===== src/rtl/caliptra_prim_present_iter.sv =====
// Iterative PRESENT block cipher: NumPhysRounds rounds per clock. Decryption
// first runs the forward key schedule to reach the last round key.
module caliptra_prim_present_iter #(
    parameter int DataWidth     = 64,
    parameter int KeyWidth      = 128,
    parameter int NumRounds     = 31,
    parameter int NumPhysRounds = 1
) (
    input  logic                 clk_i,
    input  logic                 rst_ni,
    input  logic                 flush_i,
    input  logic                 req_valid_i,
    output logic                 req_ready_o,
    input  logic                 req_decrypt_i,
    input  logic [DataWidth-1:0] req_data_i,
    input  logic [KeyWidth-1:0]  req_key_i,
    output logic                 rsp_valid_o,
    input  logic                 rsp_ready_i,
    output logic [DataWidth-1:0] rsp_data_o,
    output logic                 busy_o
);

    localparam int R = NumRounds / NumPhysRounds;
    localparam int CtrLsb = (KeyWidth == 128) ? 62 : 15;
    localparam logic [4:0] LastCnt = 5'(R - 1);
    localparam logic [4:0] LastIdx = 5'(NumRounds);

    localparam logic [15:0][3:0] SBOX = {4'h2, 4'h1, 4'h7, 4'h4, 4'h8, 4'hF, 4'hE, 4'h3,
                                         4'hD, 4'hA, 4'h0, 4'h9, 4'hB, 4'h6, 4'h5, 4'hC};
    localparam logic [15:0][3:0] SBOX_INV = {4'hA, 4'h9, 4'h7, 4'h0, 4'h3, 4'h6, 4'h4, 4'hB,
                                             4'hD, 4'h2, 4'h1, 4'hC, 4'h8, 4'hF, 4'hE, 4'h5};

    typedef enum logic [1:0] {IDLE, KEYEXP, ROUND, DONE} state_e;

    state_e               state_q, state_d;
    logic [DataWidth-1:0] data_q, data_d, data_rnd;
    logic [KeyWidth-1:0]  key_q, key_d, key_rnd;
    logic [4:0]           idx_q, idx_d, idx_rnd;
    logic [4:0]           cnt_q, cnt_d;
    logic                 dec_q, dec_d;

    function automatic logic [DataWidth-1:0] sbox_layer(logic [DataWidth-1:0] s, logic inv);
        logic [DataWidth-1:0] o;
        o = s;
        for (int i = 0; i < DataWidth / 4; i++)
            o[4*i +: 4] = inv ? SBOX_INV[s[4*i +: 4]] : SBOX[s[4*i +: 4]];
        return o;
    endfunction

    // Bit i moves to i*DataWidth/4 mod (DataWidth-1); the MSB is a fixed point.
    function automatic logic [DataWidth-1:0] perm_layer(logic [DataWidth-1:0] s, logic inv);
        logic [DataWidth-1:0] o;
        o = s;
        for (int i = 0; i < DataWidth - 1; i++) begin
            if (inv) o[i] = s[(i * DataWidth / 4) % (DataWidth - 1)];
            else     o[(i * DataWidth / 4) % (DataWidth - 1)] = s[i];
        end
        return o;
    endfunction

    function automatic logic [KeyWidth-1:0] key_fwd(logic [KeyWidth-1:0] k, logic [4:0] idx);
        logic [KeyWidth-1:0] o;
        o = (k << 61) | (k >> (KeyWidth - 61));
        o[KeyWidth-1 -: 4] = SBOX[o[KeyWidth-1 -: 4]];
        if (KeyWidth == 128) o[KeyWidth-5 -: 4] = SBOX[o[KeyWidth-5 -: 4]];
        o[CtrLsb +: 5] = o[CtrLsb +: 5] ^ idx;
        return o;
    endfunction

    function automatic logic [KeyWidth-1:0] key_inv(logic [KeyWidth-1:0] k, logic [4:0] idx);
        logic [KeyWidth-1:0] o;
        o = k;
        o[CtrLsb +: 5] = o[CtrLsb +: 5] ^ idx;
        o[KeyWidth-1 -: 4] = SBOX_INV[o[KeyWidth-1 -: 4]];
        if (KeyWidth == 128) o[KeyWidth-5 -: 4] = SBOX_INV[o[KeyWidth-5 -: 4]];
        o = (o >> 61) | (o << (KeyWidth - 61));
        return o;
    endfunction

    // Unrolled datapath shared by key expansion, encryption and decryption.
    always_comb begin
        data_rnd = data_q;
        key_rnd  = key_q;
        idx_rnd  = idx_q;
        for (int r = 0; r < NumPhysRounds; r++) begin
            if (state_q == KEYEXP) begin
                key_rnd = key_fwd(key_rnd, idx_rnd);
                idx_rnd = idx_rnd + 5'd1;
            end else if (dec_q) begin
                data_rnd = sbox_layer(perm_layer(data_rnd, 1'b1), 1'b1);
                key_rnd  = key_inv(key_rnd, idx_rnd);
                data_rnd = data_rnd ^ key_rnd[KeyWidth-1 -: DataWidth];
                idx_rnd  = idx_rnd - 5'd1;
            end else begin
                data_rnd = perm_layer(sbox_layer(data_rnd ^ key_rnd[KeyWidth-1 -: DataWidth], 1'b0), 1'b0);
                key_rnd  = key_fwd(key_rnd, idx_rnd);
                idx_rnd  = idx_rnd + 5'd1;
            end
        end
    end

    always_comb begin
        state_d = state_q;
        data_d  = data_q;
        key_d   = key_q;
        idx_d   = idx_q;
        cnt_d   = cnt_q;
        dec_d   = dec_q;
        case (state_q)
            IDLE: if (req_valid_i) begin
                data_d  = req_data_i;
                key_d   = req_key_i;
                dec_d   = req_decrypt_i;
                idx_d   = 5'd1;
                cnt_d   = 5'd0;
                state_d = req_decrypt_i ? KEYEXP : ROUND;
            end
            KEYEXP: begin
                key_d = key_rnd;
                idx_d = idx_rnd;
                cnt_d = cnt_q + 5'd1;
                if (cnt_q == LastCnt) begin
                    data_d  = data_q ^ key_rnd[KeyWidth-1 -: DataWidth];
                    idx_d   = LastIdx;
                    cnt_d   = 5'd0;
                    state_d = ROUND;
                end
            end
            ROUND: begin
                data_d = data_rnd;
                key_d  = key_rnd;
                idx_d  = idx_rnd;
                cnt_d  = cnt_q + 5'd1;
                if (cnt_q == LastCnt) begin
                    cnt_d   = 5'd0;
                    state_d = DONE;
                    // Whitening with the final round key happens exactly once.
                    if (!dec_q) data_d = data_rnd ^ key_rnd[KeyWidth-1 -: DataWidth];
                end
            end
            DONE: if (rsp_ready_i) begin
                data_d  = '0;
                key_d   = '0;
                idx_d   = '0;
                dec_d   = 1'b0;
                state_d = IDLE;
            end
            default: state_d = IDLE;
        endcase
        if (flush_i) begin
            state_d = IDLE;
            data_d  = '0;
            key_d   = '0;
            idx_d   = '0;
            cnt_d   = '0;
            dec_d   = 1'b0;
        end
    end

    always_ff @(posedge clk_i) begin
        if (!rst_ni) begin
            state_q <= IDLE;
            data_q  <= '0;
            key_q   <= '0;
            idx_q   <= '0;
            cnt_q   <= '0;
            dec_q   <= 1'b0;
        end else begin
            state_q <= state_d;
            data_q  <= data_d;
            key_q   <= key_d;
            idx_q   <= idx_d;
            cnt_q   <= cnt_d;
            dec_q   <= dec_d;
        end
    end

    assign req_ready_o = (state_q == IDLE);
    assign rsp_valid_o = (state_q == DONE);
    assign rsp_data_o  = rsp_valid_o ? data_q : '0;
    assign busy_o      = (state_q != IDLE);

endmodule

===== config.mk =====
export PLATFORM = sky130hd
export DESIGN_NAME = caliptra_prim_present_iter
export DESIGN_NICKNAME = d
export VERILOG_FILES = /design/src/rtl/caliptra_prim_present_iter.sv
export SDC_FILE = /design/constraint.sdc
export NUM_CORES = 1
export LEC_CHECK = 0
export ABC_AREA = 1
export ABC_CLOCK_PERIOD_IN_PS = 2800
export CAP_MARGIN = 10
export CORE_MARGIN = 2
export CORE_UTILIZATION = 41
export DETAILED_ROUTE_END_ITERATION = 10
export PLACE_DENSITY_LB_ADDON = 0.08
export SETUP_SLACK_MARGIN = 0.5
export SYNTH_ARGS = -nofsm -noshare
export SYNTH_HDL_FRONTEND = slang
export SYNTH_SLANG_ARGS = --single-unit

===== constraint.sdc =====
create_clock -name clk_i -period 2.8 [get_ports clk_i]
set_clock_uncertainty 0.2 [all_clocks]
set_input_delay 0.42 -clock clk_i [delete_from_list [all_inputs] [get_ports clk_i]]
set_output_delay 0.42 -clock clk_i [all_outputs]
set_load 0.05 [all_outputs]

==> flow_summary.json, run 1 <==
{
  "ys_top_cells_by_count": "1,470 x nand2_1, 479 x nand3_1, 439 x inv_1",
  "rsz0062_at_grt": "yes",
  "post-route-period-util": 0.930,
  "hold_depth": 3,
  "yosysUniqueCellTypes": 44,
  "worstPathMaxFanout": 8,
  "gp_congestion": 1.00,
  "coreArea_um2": 56200,
  "worst_skew_pair.late_latency_ns": 0.62,
  "finalWorstSetupSlack_ns": 0.195,
  "grt_max_degree": 165,
  "tritoncts": "yes",
  "row_count": 87,
  "post-route-drc-count": 0,
  "synth.net_count": 4520,
  "ys.warnings.count": 0,
  "ys_seq_area_frac": 0.184,
  "ios": 265,
  "grt_pass1_wl_mm": 177,
  "crit_path_end_kind": "primary output",
  "crit_type": "reg2out",
  "drive_above_1_share": 0.189,
  "power.density_nw_per_um2": 428,
  "routed_wl_mm": 125,
  "max_freq_ghz": 0.384,
  "cts_sinks": 213,
  "leakagePower_nw": 15.5,
  "initial_core_util": 0.413,
  "crit_required_ns": 2.18,
  "tns_ns": 0,
  "clk_path_buf_depth": 3,
  "slew_viol_final": 0,
  "max-vdd-ir-drop_v": 0.000542,
  "grt_pass1_vias": 27000,
  "chipWidth_um": 242,
  "outcome": "finished clean",
  "htree_levels": 1,
  "area_growth_pct": 44.5,
  "synthCells": 4127,
  "relSlewSlack": 0.248,
  "synth-edff-count": 0,
  "maxCapViolations": 0,
  "overflow": 0,
  "drt_iter0_drc": 3625,
  "fin_nets": 4952,
  "avgSynthCellArea_um2": 5.62,
  "synthTopCellsByArea": "nand2_1 24%, dfxtp_1 18%, ha_1 11%",
  "vias": 30400,
  "synth_top_area_cell": "nand2_1",
  "hpwl_mm": 81.4,
  "synth_area_um2": 23200,
  "ant_nets": 0,
  "reg2reg_depth": 18,
  "worst_setup_path_start_kind": "flip-flop",
  "dieHeight_um": 242,
  "wl_per_cell_um": 23.4,
  "first_pass_iters": 8,
  "min_path_type": "in2reg",
  "synthFlopType": "dfxtp_1",
  "setup_violations": 0,
  "timing.hold.ws_ns": 0.178,
  "die-area_um2": 58500,
  "portBuffers": 264,
  "synth_most_common_cell": "nand2_1",
  "post-place-ws_ns": 0.0686,
  "holdBufCountCts": 0,
  "grt_antenna_before_repair": 1,
  "ys_ff_latch": 213,
  "fillers": 5550,
  "critPathArrivalTime_ns": 1.99,
  "clk_pin_slew_worst_paths_ns": 0.07,
  "cts_buffers": 28,
  "grtUsageTotal": 0.398,
  "via_per_inst": 5.71,
  "hold_viol": 0,
  "yosysTopAreaCellShare": 0.238,
  "period_needed_ns": 2.61,
  "cts_root_buf": "clkbuf_16",
  "worstMarginPinSlew_ns": 1.13,
  "synthArstFlopShare": 0
}
-- per-layer routing --
layer | up-vias | track usage | routed length (um)
met1 | 14000 | 0.509 | 47600
met4 | 0 | 0.263 | 10600
met3 | 428 | 0.0907 | 15000
met5 | - | 0 | 0
li1 | 14100 | - | -
met2 | 1864 | 0.599 | 51700
-- where the power goes --
group | total, mW | leakage, nW | switching (mW) | internal, mW
sequential | 3.43 | 1.75 | 0.242 | 3.19
clock | 3.92 | 0.459 | 1.62 | 2.30
combinational | 6.99 | 13.3 | 4.24 | 2.75
-- through the flow --
stage,instances,power [mW],cell area [um^2],utilization
floorplan,4127,6.57,23300,-
global placement,5135,8.77,28400,0.506
detailed placement,5135,8.78,28400,0.506
CTS,5281,13.7,31800,0.567
global route,5332,14.8,33500,0.597
finish,5333,14.3,33500,0.597
-- final cells by class --
cell class              instances  area [um^2]  share of cell area
diodes                          1         2.50           0.0000746
clock buffers                  42          835              0.0249
clock inverters                 5          100             0.00298
inverters                     462         1860              0.0554
multi-input cells            3234        17700               0.529
flip-flops and latches        213         4330               0.129
well taps                     756          946              0.0282
repair buffers                620         7730               0.231
-- timing repair --
action | CTS | global route
resized for setup | 254 | 342
setup endpoints to repair | 153 | 250
buffers inserted | 69 | 44
pin swaps | 95 | 103
cloned | 30 | 7
hold endpoints to repair | 0 | 0
-- logic make-up after synthesis --
group                      after synthesis  share of synthesized area
and+or+nand+nor                       2338                      0.413
buffers and inverters                  680                      0.120
AOI/OAI and AO/OA                      644                      0.156
DFF                                    213                      0.184
adders and majority gates              195                      0.105
xor gates and xnor gates                57                     0.0215
-- cells in the final DEF (no fill, tap or decap), drive strengths merged, types with 29 or more instances in the layout --
cell	n
nand3	480
buf	406
xor2	29
clkbuf	48
dfxtp	213
nor2	328
nand2	1475
a21oi	274
clkdlybuf4s50	197
o21ai	197
a31oi	91
ha	195
a221oi	36
inv	452
-- registers in the layout, summed over array words and instances, names as in the netlist, named ones only --
signal   cells
dec_q        1
state_q      2
idx_q        5
key_q      128
data_q      64
cnt_q        5
-- path summary, 6_finish.rpt --
path                              startpoint             end  slack, ns
worst min register to register      cnt_q[3]        cnt_q[3]       0.30
worst min-delay path            req_key_i[9]        key_q[9]       0.18
worst max-delay path              state_q[1]  rsp_data_o[34]       0.19
worst max register to register    state_q[1]      data_q[60]       0.21
-- critical path: stages, from the launching register on --
cell and delay, ns:
dfxtp_2 0.33, buf_6 0.12, ha_4 0.17, buf_12 0.15, buf_12 0.14, clkbuf_16 0.20, nand2_4 0.08, inv_4 0.03
buf_12 0.13
(Power assumes the default switching activity.)
==> run 2, diff against run 1 <==
- ABC_CLOCK_PERIOD_IN_PS: 2800 -> 2200
- MAX_ROUTING_LAYER: unset -> met4
- clock period: 2.8 -> 2.2 ns (I/O delays scaled with it)
==> flow_summary.json, run 2 (synthesis results as in run 1) <==
{
  "outcome": "complete, but fails checks",
  "violations": "negative setup slack",
  "hpwl_mm": 88.2,
  "vias": 33000,
  "post-place-ws_ns": -0.488,
  "worst_skew_pair.late_latency_ns": 0.61,
  "final_cell_mix": "1,288 x nand2_1, 522 x buf_4, 398 x nand3_1, 339 x inv_1, 262 x nor2_1",
  "worst_setup_path_start_kind": "flip-flop",
  "min_path_type": "in2reg",
  "cts_sinks": 213,
  "area_growth_pct": 67.2,
  "maxCapViolations": 0,
  "overflow": 0,
  "worstMarginPinSlew_ns": 0.730,
  "chipWidth_um": 242,
  "max_freq_ghz": 0.394,
  "place_inst": 5475,
  "period_needed_ns": 2.54,
  "ant_nets": 0,
  "slew_viol_final": 0,
  "die-area_um2": 58500,
  "max-vdd-ir-drop_v": 0.000647,
  "fillers": 5017,
  "tns_ns": -48.40,
  "htree_levels": 1,
  "setup_violations": 266,
  "drive_above_1_share": 0.309,
  "grt_max_degree": 72,
  "gp_congestion": 1.01,
  "worstPathMaxFanout": 9,
  "clk_path_buf_depth": 3,
  "power.density_nw_per_um2": 533,
  "crit_type": "reg2out",
  "timing.hold.ws_ns": 0.0974,
  "grtUsageTotal": 0.452,
  "drt_iter0_drc": 4095,
  "relSlewSlack": 0.514,
  "p_total_mw": 20.7,
  "final_core_util": 0.691,
  "initial_core_util": 0.413,
  "crit_path_end_kind": "primary output",
  "holdBufCountCts": 0,
  "instances_no_fill": 5712,
  "multi_input_area_um2": 19100,
  "crit_required_ns": 1.67,
  "routed_wl_mm": 139,
  "tritoncts": "yes",
  "layout_commonest_cell": "nand2_1",
  "regMostFlops": "key_q",
  "hold_viol": 0,
  "cts_buffers": 28,
  "grt_pass1_wl_mm": 194,
  "cts_root_buf": "clkbuf_16",
  "critPathArrivalTime_ns": 2.01,
  "grt_pass1_vias": 30400,
  "clk_pin_slew_worst_paths_ns": 0.06,
  "row_count": 87,
  "seq_area_um2": 4360,
  "fin_area_um2": 38800,
  "portBuffers": 264,
  "dieHeight_um": 242,
  "rsz0062_at_grt": "yes",
  "largest_reg_flops": 128,
  "via_per_inst": 5.78,
  "leakagePower_nw": 17.8,
  "first_pass_iters": 8,
  "post-route-period-util": 1.15,
  "grt_antenna_before_repair": 3,
  "wl_per_cell_um": 24.3,
  "reg.largest.list": "key_q (128), data_q (64)",
  "coreArea_um2": 56200,
  "ios": 265,
  "post-route-drc-count": 0,
  "fin_nets": 5324,
  "placed_area_um2": 31900,
  "finalWorstSetupSlack_ns": -0.340
}
-- run 2: metal layers --
metal | track usage | share of wire | vias to the layer above
met5 | - | 0 | -
met4 | 0.320 | 0.094 | 0
met3 | 0.107 | 0.13 | 738
met2 | 0.661 | 0.41 | 2220
met1 | 0.546 | 0.37 | 15100
li1 | - | - | 14900
-- run 2: worst max-delay path, stage by stage, from the launching register on --
cell,delay [ns]
dfxtp_2,0.33
buf_6,0.10
ha_4,0.14
buf_12,0.26
buf_16,0.24
nand2_4,0.07
clkinvlp_4,0.10
buf_12,0.13
-- run 2: timing repair --
| action | in CTS | in global routing |
|---|---|---|
| pin swaps | 119 | 200 |
| gates cloned | 55 | 9 |
| resized for setup | 398 | 421 |
| setup buffers | 71 | 47 |
| endpoints found under the setup margin | 280 | 280 |
-- run 2: final timing paths --
| kind | startpoint | end | slack [ns] | depth (start not counted) |
|---|---|---|---|---|
| worst min register to register | cnt_q[3] | cnt_q[3] | 0.30 | 2 |
| worst max-delay path | state_q[0] | rsp_data_o[10] | -0.34 | 7 |
| worst min-delay path | req_key_i[24] | key_q[24] | 0.1 | 3 |
| worst max register to register | state_q[1] | key_q[110] | -0.30 | 14 |
-- run 2: area by class of cell --
type                    instances  share of cell area
diodes                          3            0.000193
clock buffers                  42              0.0225
clock inverters                10             0.00342
inverters                     462              0.0520
multi-input cells            3234               0.493
flip-flops and latches        213               0.112
well taps                     756              0.0244
repair buffers                992               0.293
-- run 2: power breakdown --
group	leakage [nW]	internal [mW]	total (mW)	switching [mW]
Sequential	1.76	4.07	4.35	0.279
Clock	0.503	3.08	5.21	2.13
Combinational	15.6	4.69	11.1	6.42
Total	17.8	11.8	20.7	8.83
